## config.mk

```make
export PLATFORM = sky130hd
export DESIGN_NAME = cic_decimator_flat
export DESIGN_NICKNAME = d
export VERILOG_FILES = /design/src/rtl/cic_pkg.sv /design/src/rtl/cic_decimator_if.sv /design/src/rtl/sample_fifo.sv /design/src/rtl/cic_decimator.sv /design/src/flat_wrapper.sv
export SDC_FILE = /design/constraint.sdc
export NUM_CORES = 1
export LEC_CHECK = 0
export ABC_AREA = 1
export BUFFER_PORTS_ARGS = -buffer_cell sky130_fd_sc_hd__clkbuf_2
export CAP_MARGIN = 30
export CORE_MARGIN = 1
export CORE_UTILIZATION = 50
export CTS_BUF_LIST = sky130_fd_sc_hd__clkbuf_2 sky130_fd_sc_hd__clkbuf_4 sky130_fd_sc_hd__clkbuf_8
export CTS_CLUSTER_DIAMETER = 50
export DETAILED_ROUTE_END_ITERATION = 10
export HOLD_SLACK_MARGIN = 0.03
export PLACE_DENSITY_LB_ADDON = 0.3
export SYNTH_ARGS = -nofsm -noshare
export SYNTH_HDL_FRONTEND = slang
export SYNTH_SLANG_ARGS = --single-unit
export TNS_END_PERCENT = 100
```

## constraint.sdc

```tcl
create_clock -name clk -period 4.9 [get_ports clk]
set_clock_uncertainty 0.05 [all_clocks]
set_input_delay 0.98 -clock clk [delete_from_list [all_inputs] [get_ports clk]]
set_output_delay 0.98 -clock clk [all_outputs]
set_load 0.05 [all_outputs]
```

## src/rtl/cic_pkg.sv

```systemverilog
// Shared constants for the CIC decimation chain and a width helper for
// counters and pointers sized from a modulus.
package cic_pkg;

  localparam int unsigned CIC_WORD_BITS  = 12;
  localparam int unsigned CIC_DECIMATION = 4;

  // Bits needed to hold values 0..n-1; never less than one bit.
  function automatic int unsigned cnt_bits(input int unsigned n);
    return (n <= 2) ? 1 : $clog2(n);
  endfunction

endpackage

```

## src/rtl/cic_decimator_if.sv

```systemverilog
// Sample handshake between the integrator section, the decimator and the
// first comb, plus the decimator's drop status.
interface cic_decimator_if #(
  parameter int unsigned W   = 12,
  parameter int unsigned DCB = 8
);
  logic [W-1:0]   in;
  logic           in_valid;
  logic [W-1:0]   out;
  logic           out_valid;
  logic           out_ready;
  logic           overflow;
  logic [DCB-1:0] dropped_count;

  modport master (
    output in, in_valid, out_ready,
    input  out, out_valid, overflow, dropped_count
  );

  modport slave (
    input  in, in_valid, out_ready,
    output out, out_valid, overflow, dropped_count
  );
endinterface

```

## src/rtl/sample_fifo.sv

```systemverilog
// Synchronous FIFO with occupancy counter and wrapping read/write pointers.
// Head data reads as zero while empty.
module sample_fifo
  import cic_pkg::*;
#(
  parameter int unsigned Width = 12,
  parameter int unsigned Depth = 2
) (
  input  logic             clk,
  input  logic             rst_n,
  input  logic             push_i,
  input  logic             pop_i,
  input  logic [Width-1:0] data_i,
  output logic [Width-1:0] data_o,
  output logic             full_o,
  output logic             empty_o
);
  localparam int unsigned AW = cnt_bits(Depth);
  localparam int unsigned CW = $clog2(Depth + 1);

  logic [Width-1:0] mem_q [Depth];
  logic [AW-1:0]    rd_q, rd_d, wr_q, wr_d;
  logic [CW-1:0]    count_q, count_d;
  logic             do_push, do_pop;

  assign empty_o = (count_q == '0);
  assign full_o  = (count_q == CW'(Depth));
  assign data_o  = empty_o ? '0 : mem_q[rd_q];

  // A push into a full FIFO is legal only when the head leaves on the same edge.
  assign do_pop  = pop_i && !empty_o;
  assign do_push = push_i && (!full_o || do_pop);

  always_comb begin
    rd_d    = rd_q;
    wr_d    = wr_q;
    count_d = count_q;
    if (do_pop)
      rd_d = (rd_q == AW'(Depth - 1)) ? '0 : rd_q + AW'(1);
    if (do_push)
      wr_d = (wr_q == AW'(Depth - 1)) ? '0 : wr_q + AW'(1);
    case ({do_push, do_pop})
      2'b10:   count_d = count_q + CW'(1);
      2'b01:   count_d = count_q - CW'(1);
      default: count_d = count_q;
    endcase
  end

  always_ff @(posedge clk or negedge rst_n) begin
    if (!rst_n) begin
      rd_q    <= '0;
      wr_q    <= '0;
      count_q <= '0;
    end else begin
      rd_q    <= rd_d;
      wr_q    <= wr_d;
      count_q <= count_d;
    end
  end

  always_ff @(posedge clk) begin
    if (do_push) mem_q[wr_q] <= data_i;
  end

endmodule

```

## src/rtl/cic_decimator.sv

```systemverilog
// CIC rate-reduction stage: keeps one valid sample in every DecimationFactor,
// buffers kept samples for the comb and counts those lost to a full buffer.
module cic_decimator
  import cic_pkg::*;
#(
  parameter int unsigned WordLengthBits   = CIC_WORD_BITS,
  parameter int unsigned DecimationFactor = CIC_DECIMATION,
  parameter int unsigned Phase            = 0,
  parameter int unsigned FifoDepth        = 2,
  parameter int unsigned DropCountBits    = 8
) (
  input  logic           clk,
  input  logic           rst_n,
  cic_decimator_if.slave bus
);
  localparam int unsigned PW = cnt_bits(DecimationFactor);

  logic [PW-1:0]            phase_q, phase_d;
  logic                     overflow_q, overflow_d;
  logic [DropCountBits-1:0] drop_cnt_q, drop_cnt_d;
  logic                     keep, push, pop, drop;
  logic                     fifo_full, fifo_empty;
  logic [WordLengthBits-1:0] head;

  assign keep = bus.in_valid && (phase_q == PW'(Phase));
  assign pop  = !fifo_empty && bus.out_ready;
  // A simultaneous pop frees the slot, so only a push without pop into a full FIFO drops.
  assign drop = keep && fifo_full && !pop;
  assign push = keep && !drop;

  always_comb begin
    phase_d    = phase_q;
    overflow_d = overflow_q;
    drop_cnt_d = drop_cnt_q;
    if (bus.in_valid)
      phase_d = (phase_q == PW'(DecimationFactor - 1)) ? '0 : phase_q + PW'(1);
    if (drop) begin
      overflow_d = 1'b1;
      if (drop_cnt_q != '1) drop_cnt_d = drop_cnt_q + DropCountBits'(1);
    end
  end

  always_ff @(posedge clk or negedge rst_n) begin
    if (!rst_n) begin
      phase_q    <= '0;
      overflow_q <= 1'b0;
      drop_cnt_q <= '0;
    end else begin
      phase_q    <= phase_d;
      overflow_q <= overflow_d;
      drop_cnt_q <= drop_cnt_d;
    end
  end

  sample_fifo #(
    .Width (WordLengthBits),
    .Depth (FifoDepth)
  ) u_fifo (
    .clk     (clk),
    .rst_n   (rst_n),
    .push_i  (push),
    .pop_i   (pop),
    .data_i  (bus.in),
    .data_o  (head),
    .full_o  (fifo_full),
    .empty_o (fifo_empty)
  );

  assign bus.out           = head;
  assign bus.out_valid     = !fifo_empty;
  assign bus.overflow      = overflow_q;
  assign bus.dropped_count = drop_cnt_q;

endmodule

```

## src/flat_wrapper.sv

```systemverilog
// flat-port wrapper written by rule: the top's interface ports become plain ports
module cic_decimator_flat import cic_pkg::*;
#(
  parameter int unsigned WordLengthBits   = CIC_WORD_BITS,
  parameter int unsigned DecimationFactor = CIC_DECIMATION,
  parameter int unsigned Phase            = 0,
  parameter int unsigned FifoDepth        = 2,
  parameter int unsigned DropCountBits    = 8
)
  (clk, rst_n, bus_in, bus_in_valid, bus_out_ready, bus_out, bus_out_valid, bus_overflow, bus_dropped_count);
  cic_decimator_if #(.W(12), .DCB(8)) bus_i ();
  input  logic clk;
  input  logic rst_n;
  input wire logic [$bits(bus_i.in)-1:0] bus_in;
  input wire logic [$bits(bus_i.in_valid)-1:0] bus_in_valid;
  input wire logic [$bits(bus_i.out_ready)-1:0] bus_out_ready;
  output wire logic [$bits(bus_i.out)-1:0] bus_out;
  output wire logic [$bits(bus_i.out_valid)-1:0] bus_out_valid;
  output wire logic [$bits(bus_i.overflow)-1:0] bus_overflow;
  output wire logic [$bits(bus_i.dropped_count)-1:0] bus_dropped_count;
  assign bus_i.in = bus_in;
  assign bus_i.in_valid = bus_in_valid;
  assign bus_i.out_ready = bus_out_ready;
  assign bus_out = bus_i.out;
  assign bus_out_valid = bus_i.out_valid;
  assign bus_overflow = bus_i.overflow;
  assign bus_dropped_count = bus_i.dropped_count;
  cic_decimator #(.WordLengthBits(WordLengthBits), .DecimationFactor(DecimationFactor), .Phase(Phase), .FifoDepth(FifoDepth), .DropCountBits(DropCountBits)) u_core (.clk(clk), .rst_n(rst_n), .bus(bus_i));
endmodule
```

==> metrics.cfg <==
[detailed_routing]
ant_nets=0
wirelength_mm=2.80
post-route-drc-count=0
dr_total_vias=1241
vias_per_cell=4.72
drtIter0Drc=17
first_pass_iters=4
detail_route.wl_per_cell_microns=10.6

[pwr]
ir_drop_mv=0.316
power_mw=1.28
pwr_density_cell_mw_per_mm2=616
leakage_nw=0.946

[timing]
rsz0062_at_grt=false
fin_tns_setup_ns=0
final.period_utilization=0.580
fmax_mhz=352
finalCriticalPeriod_ns=2.84
slew_headroom=0.371
setup_viol=0
hold_viol=0
worst_pin_slew_ns=0.940
drv_slew=0

[placement]
gp_congestion=0.762
port_buffers=37
post-dp-hpwl_mm=2.05
dpl.cell_count=255
placed_cell_area_sq_mm=0.00199

[clock_tree]
clk_pin_slew_ns=0.12
cts-root-buf=clkbuf_4
clockBufferDepth=2
cts-resized-gates=0
post_cts_buffers=0
holdBufCountCts=0
cts_num_sinks=39
cts_made_buffers=5
cts_tree=yes
cts.htree.levels=2
insertion_delay_ns=0.33

[floorplanning]
start_util=0.524
dieArea_sq_mm=0.00377
dieHeight_microns=61.4
num_io_pins=38
rows=21
coreArea_sq_mm=0.00336
fp.dieW_microns=61.4

[setup_path]
path_cells=inv_1 > nand2_1 > a21oi_1 > clkbuf_2
slowest_stage=dfrtp_1
cp-start-kind=flop
cp.buffers_inverters=2
cp_top_family=buffers and inverters
crit_type=reg2out
arrival_ns=1.81
cp_slowest_stage_delay_ns=0.55
cp.required_ns=3.87
cp.depth=4
crit_fanout=14
r2r_cells=6
cp-end-kind=primary output

[synth]
ys_warn_count=0
synth_fp_nets=195
ys_types=21
syn_area_sq_mm=0.00176
yosysTopAreaCell=edfxtp_1
syn_area_per_cell_sq_um=10.1
synthTopCellsByArea=edfxtp_1 (41%), dfrtp_1 (21%), nand2_1 (14%)
yosys.area.top_type_share=0.409
ys_seq_area_frac=0.622
syn_inst=175
ys_ff_latch=39

[run]
maxCapViolCount=0

[grt]
grt_pass1_vias=1061
antenna_found_initial=0
track_usage=0.165
grt_pass1_wl_mm=4.35
grt_max_degree=16
grt_overflow=0

[finish]
area_delta_synth_final_pct=17.8
final_nets=236
design_area_sq_mm=0.00207
instances_no_fill=263
drive_above_1_share=0.263
antenna_cells=0

[status]
outcome=complete, no violations

[hold_path]
min_path_cells=1
min_path_type=reg2reg

through the flow:
stage | hold slack, ns | util | setup WS (ns)
after floorplan | 0.392 | - | 2.40
after global placement | 0.403 | 0.592 | 2.41
after detailed placement | 0.405 | 0.592 | 2.35
after CTS | 0.434 | 0.617 | 2.04
after global routing | 0.460 | 0.617 | 1.84
final | 0.430 | 0.617 | 2.06
worst reg2reg max path: stages (launching register included):
cell      delay, ns
dfrtp_1        0.41
inv_1          0.09
ha_1           0.16
nand2_2        0.07
clkinv_1       0.08
nand2_1        0.10
nor2_1         0.73
kinds of logic (layout without fill, tap and decap cells):
kind of cell | Yosys count | after routing | share of synthesized area
AND/OR/NAND/NOR | 88 | 88 | 0.217
flip-flops | 39 | 39 | 0.622
buffers and inverters | 20 | 62 | 0.0447
AO/OA/AOI/OAI | 18 | 18 | 0.0575
XOR/XNOR | 6 | 6 | 0.0298
adder cells (fa/ha/maj) | 4 | 4 | 0.0284
power by group:
| part | switching, mW | internal [mW] | total [mW] |
|---|---|---|---|
| registers | 0.0594 | 0.423 | 0.483 |
| logic | 0.447 | 0.134 | 0.581 |
| clock network | 0.105 | 0.110 | 0.215 |
| total | 0.611 | 0.667 | 1.28 |
state kept, by name (all words and copies together) (netlist names):
| signal | count |
|---|---|
| u_core.bus.overflow | 1 |
| u_core.phase_q | 2 |
| u_core.u_fifo.rd_q | 1 |
| u_core.u_fifo.count_q | 2 |
| u_core.u_fifo.wr_q | 1 |
| u_core.u_fifo.mem_q | 24 |
| u_core.bus.dropped_count | 8 |
path summary, 6_finish.rpt:
kind                                     start                     endpoint  slack, ns
max                         u_core.u_fifo.rd_q                   bus_out[4]       2.06
min                        u_core.bus.overflow          u_core.bus.overflow       0.43
max reg2reg                  u_core.phase_q[0]    u_core.u_fifo.mem_q[1][0]       2.85
min reg2reg                u_core.bus.overflow          u_core.bus.overflow       0.43
max in group asynchronous                rst_n  u_core.bus.dropped_count[3]       4.04
min in group asynchronous                rst_n           u_core.u_fifo.rd_q       0.48
synth_stat cells (all sizes together):
cell type  number
o21ai           5
buf             3
nand3           8
xnor2           3
or2             1
inv            16
xor2            3
edfxtp         24
clkinv          1
dfrtp          15
nand2          66
a21oi          13
nor2           13
ha              4
layout make-up:
type                       instances  area [sq um]
clock inverter                     3          47.5
timing repair buffer              37           185
multi-input combinational        116           587
tap                               46          57.6
inverter                          17          63.8
clock buffer                       5          37.5
fill                             304          1290
sequential                        39          1100
layer usage:
layer	vias to the layer above	GRT usage	wire [microns]
li1	652	-	-
met1	565	0.195	1250
met2	20	0.290	1420
met3	4	0.0420	91
met4	0	0.0667	38
met5	-	0	0
placed cells by master (no fill, tap or decap), drive strengths merged:
cell,count
a21oi,13
o21ai,5
or2,1
xnor2,3
nand3,8
xor2,3
clkinv,2
nand2,66
edfxtp,24
clkbuf,42
dfrtp,15
bufinv,1
inv,17
nor2,13
ha,4
No activity file was read; power rests on OpenSTA's default activity.
